<file path="src/rtl/serial_loader_if.sv">
// Serial load bus: one-bit data in with a start request, parallel word out with a load strobe.
// The bench drives the master side; serial_loader sits on the slave side.
interface serial_loader_if #(
  parameter int WIDTH = 16
);
  logic             start;
  logic             serial_in;
  logic [WIDTH-1:0] value_out;
  logic             load_out;
  logic             busy;

  modport master (
    output start,
    output serial_in,
    input  value_out,
    input  load_out,
    input  busy
  );

  modport slave (
    input  start,
    input  serial_in,
    output value_out,
    output load_out,
    output busy
  );
endinterface

</file>
<file path="src/rtl/serial_loader.sv">
// Bit-serial (MSB first) word assembler feeding a parallel Register; load_out pulses WIDTH
// cycles after start is sampled. There is no backpressure: the downstream must take the strobe.
module serial_loader #(
  parameter int WIDTH = 16
) (
  input  logic          clock,
  input  logic          reset,
  serial_loader_if.slave bus
);
  localparam int CW = (WIDTH > 2) ? $clog2(WIDTH) : 1;
  localparam logic [CW-1:0] LAST = CW'(WIDTH - 1);

  localparam logic [1:0] IDLE  = 2'd0;
  localparam logic [1:0] SHIFT = 2'd1;
  localparam logic [1:0] LOAD  = 2'd2;

  logic [1:0]       state;
  logic [CW-1:0]    count;
  logic [WIDTH-1:0] shift;
  logic [WIDTH-1:0] value_q;
  logic [WIDTH-1:0] shift_next;

  assign shift_next = {shift[WIDTH-2:0], bus.serial_in};

  always_ff @(posedge clock or posedge reset) begin
    if (reset) begin
      state   <= IDLE;
      count   <= '0;
      shift   <= '0;
      value_q <= '0;
    end else begin
      case (state)
        IDLE: begin
          if (bus.start) begin
            state <= SHIFT;
            count <= '0;
          end
        end
        SHIFT: begin
          shift <= shift_next;
          // The word is published on the same edge that captures the LSB.
          if (count == LAST) begin
            state   <= LOAD;
            value_q <= shift_next;
            count   <= '0;
          end else begin
            count <= count + CW'(1);
          end
        end
        LOAD: begin
          state <= IDLE;
        end
        default: begin
          state <= IDLE;
        end
      endcase
    end
  end

  // Outputs decode only registered state, so reset removes the strobe without waiting for a clock.
  assign bus.value_out = value_q;
  assign bus.load_out  = (state == LOAD);
  assign bus.busy      = (state != IDLE);
endmodule

</file>
<file path="src/flat_wrapper.sv">
// flat-port wrapper written by rule: the top's interface ports become plain ports
module serial_loader_flat 
#(
  parameter int WIDTH = 16
)
  (clock, reset, bus_start, bus_serial_in, bus_value_out, bus_load_out, bus_busy);
  serial_loader_if #(.WIDTH(WIDTH)) bus_i ();
  input  logic clock;
  input  logic reset;
  input wire logic [$bits(bus_i.start)-1:0] bus_start;
  input wire logic [$bits(bus_i.serial_in)-1:0] bus_serial_in;
  output wire logic [$bits(bus_i.value_out)-1:0] bus_value_out;
  output wire logic [$bits(bus_i.load_out)-1:0] bus_load_out;
  output wire logic [$bits(bus_i.busy)-1:0] bus_busy;
  assign bus_i.start = bus_start;
  assign bus_i.serial_in = bus_serial_in;
  assign bus_value_out = bus_i.value_out;
  assign bus_load_out = bus_i.load_out;
  assign bus_busy = bus_i.busy;
  serial_loader #(.WIDTH(WIDTH)) u_core (.clock(clock), .reset(reset), .bus(bus_i));
endmodule
</file>
<file path="config.mk">
export PLATFORM = sky130hd
export DESIGN_NAME = serial_loader_flat
export DESIGN_NICKNAME = d
export VERILOG_FILES = /design/src/rtl/serial_loader_if.sv /design/src/rtl/serial_loader.sv /design/src/flat_wrapper.sv
export SDC_FILE = /design/constraint.sdc
export NUM_CORES = 1
export LEC_CHECK = 0
export BUFFER_PORTS_ARGS = -buffer_cell sky130_fd_sc_hd__buf_2
export CAP_MARGIN = 10
export CORE_AREA = 5 5 82 65
export DETAILED_ROUTE_END_ITERATION = 16
export DIE_AREA = 0 0 87 70
export GPL_TIMING_DRIVEN = 0
export SLEW_MARGIN = 20
export SYNTH_ARGS = -nofsm -noshare
export SYNTH_HDL_FRONTEND = slang
export SYNTH_SLANG_ARGS = --single-unit
</file>
<file path="constraint.sdc">
create_clock -name clock -period 3.07 [get_ports clock]
set_input_delay 0.4605 -clock clock [delete_from_list [all_inputs] [get_ports clock]]
set_output_delay 0.4605 -clock clock [all_outputs]
set_load 0.02 [all_outputs]
</file>
==> run metrics <==
Initial Util 34.2%; CTS Hold Buffers Added 0; Power, Total 2.13 mW; number of buffers and inverters on the critical path 2; Resized Gates After CTS 0; Yosys reg bits 37; clk buf depth 2; antenna-violating nets left 0; Slowest-stage cell, CP dfrtp_1; die area 0.00609 mm^2; Setup CP Type flip-flop to flip-flop; initial antenna violation count 0; placed cell areas 0.00168 mm^2; Die Y 70 um; Fin. Hold Viols 0; DP Wirelength 1630 um; register area share after synthesis 61.7%; r2r setup slk 1350 ps; post-synthesis adder-cell area fraction 0.834%; highest clock rate 583 MHz; Worst-Margin Slew 744 ps; GP Congestion 0.729; Syn. warnings 0; Simple-Gate Fraction of Synth Area 4.67%; Post-Syn Instances 94; Avg Vias per Cell 4.47; Chip Width 87 um; Design Area, Final 0.00181 mm^2; status finished, final reports clean; CTS clk-pin slew, worst paths 70 ps; core area 0.00439 mm^2; CP Launch Type flip-flop; fill cell count 403; ys flop type dfrtp_1; Clock Latency Late Sink 280 ps; power per standard cell area 1170 mW/mm^2; total global routing overflow 0; crit-path leading delay family flip-flops; post-CTS setup buffer count 0; Setup crit end kind flip-flop; Initial DRC Count 44; nets 127; TritonCTS buffer count 5; Final period util 55.9%; share of the synthesized area in the top cell type 61.7%; number of synthesized flops with an enable pin 0; Final Max Tran Viols 0; mean routed wirelength per cell 13.2 um; CTS tree built; syn_nets 99; clk sinks 37; pre-CTS setup slack 1360 ps; PnR worst setup slack 1350 ps; First-pass DRT Iterations 4; peak supply drop 0.509 mV; Worst Hold Class input pin to asynchronous set/reset pin; RSZ-0062 raised after global routing no; area delta synth->final 20.7%; biggest area consumer among synthesized cells dfrtp_1; mux cell area share after synthesis 26.3%; CTS Root Buffer Type clkbuf_8; # DRC 0; Async SR Flop Fraction 100%; Util after Layout 41.3%; Ant. Diodes 0; CTS HTree Levels 2; Tmin final 1720 ps; Yosys cell types 23; GRT Util Overall 8.76%; Arr. time, crit path 1880 ps; Post-Route Skew 4.69 ps; first-pass GRT wire length 4170 um; via count 805; maximum fanout along the worst path 10; largest net degree at the start of global routing 38; number of global-route vias before repair 842; Synth Cell Area 0.00150 mm^2; final setup TNS 0 ps; combinational family with the most area after synthesis multiplexers; IO buf count 21; I/O Pins 22; drt total wl 2370 um; Worst Path Required 3240 ps; # rows 21; post-synthesis compound-gate area fraction 2.84%; number of setup violations in the final report 0; slowest cell delay on critical path 400 ps; Leak 0.848 nW; maxcap violations 0; synth top area cells dfrtp_1 62%, mux2_2 17%, mux2_4 9.0%; xor/xnor share of the synthesized area 0%; Slew Limit Headroom 50.3%; critical path, cell by cell ha_1 -> and3_1 -> nor2b_4 -> buf_6 -> buf_12 -> mux2_4; Avg Inst Size Synth 16.0 um^2; share of layout cells above drive strength 1 55.3%
==> stage by stage <==
| stage | cells | hold WS, ps |
|---|---|---|
| after global placement | 172 | 487 |
| after floorplan | 94 | 474 |
| after detailed placement | 172 | 492 |
| after global routing | 180 | 380 |
| final | 180 | 303 |
| after CTS | 180 | 323 |
==> routing by layer <==
metal	global-route usage [%]	routed length [um]
met5	0	0
met4	3.63	37
met3	4.00	134
met2	11.6	988
met1	12.1	1210
==> placed cells by master, fill, tap and decap left out, types with 2 or more instances in the layout <==
master | synthesis | layout
buf_6 | 2 | 2
buf_2 | 1 | 22
mux2_4 | 9 | 9
bufinv_16 | 0 | 2
mux2_2 | 23 | 23
nand2_1 | 4 | 4
dfrtp_1 | 37 | 37
clkbuf_8 | 0 | 5
==> Yosys cell counts, types with 2 or more instances <==
cell type / count
buf_6: 2
dfrtp_1: 37
inv_1: 2
mux2_2: 23
mux2_4: 9
nand2_1: 4
==> registers in the layout, indices dropped and copies added, names as in the netlist <==
name / count
u_core.bus.value_out: 16
u_core.shift: 15
u_core.count: 4
u_core.state: 2
==> power by group <==
group	switching [mW]	internal (mW)
Clock	0.168	0.323
Sequential	0.159	0.724
Combinational	0.346	0.407
Total	0.673	1.45
==> logic make-up (layout without fill, tap and decap cells) <==
kind of cell    after synthesis  after routing
flops                        37             37
mux                          32             32
simple gates                 12             12
compound gates                6              6
buf+inv                       6             35
fa+ha+maj                     1              1
==> final timing paths <==
check / start / end / cells after the start
max in group asynchronous: reset / u_core.bus.value_out[12] / 2
hold reg to reg: u_core.bus.value_out[8] / u_core.bus.value_out[8] / 1
setup reg to reg: u_core.count[0] / u_core.bus.value_out[12] / 6
min in group clock: bus_serial_in / u_core.bus.value_out[0] / 2
hold / removal: reset / u_core.shift[12] / 2
setup / recovery: u_core.count[0] / u_core.bus.value_out[12] / 6
==> layout make-up <==
class                      instances  area [um^2]  area share (%)
sequential                        37          926            51.1
multi-input combinational         51          519            28.7
timing repair buffer              21          105            5.81
tap                               57         71.3            3.94
clock buffer                       5         68.8            3.80
clock inverter                     3         65.1            3.59
buffer                             4         47.5            2.63
inverter                           2         7.51           0.415
No activity file was read; power rests on OpenSTA's default activity.
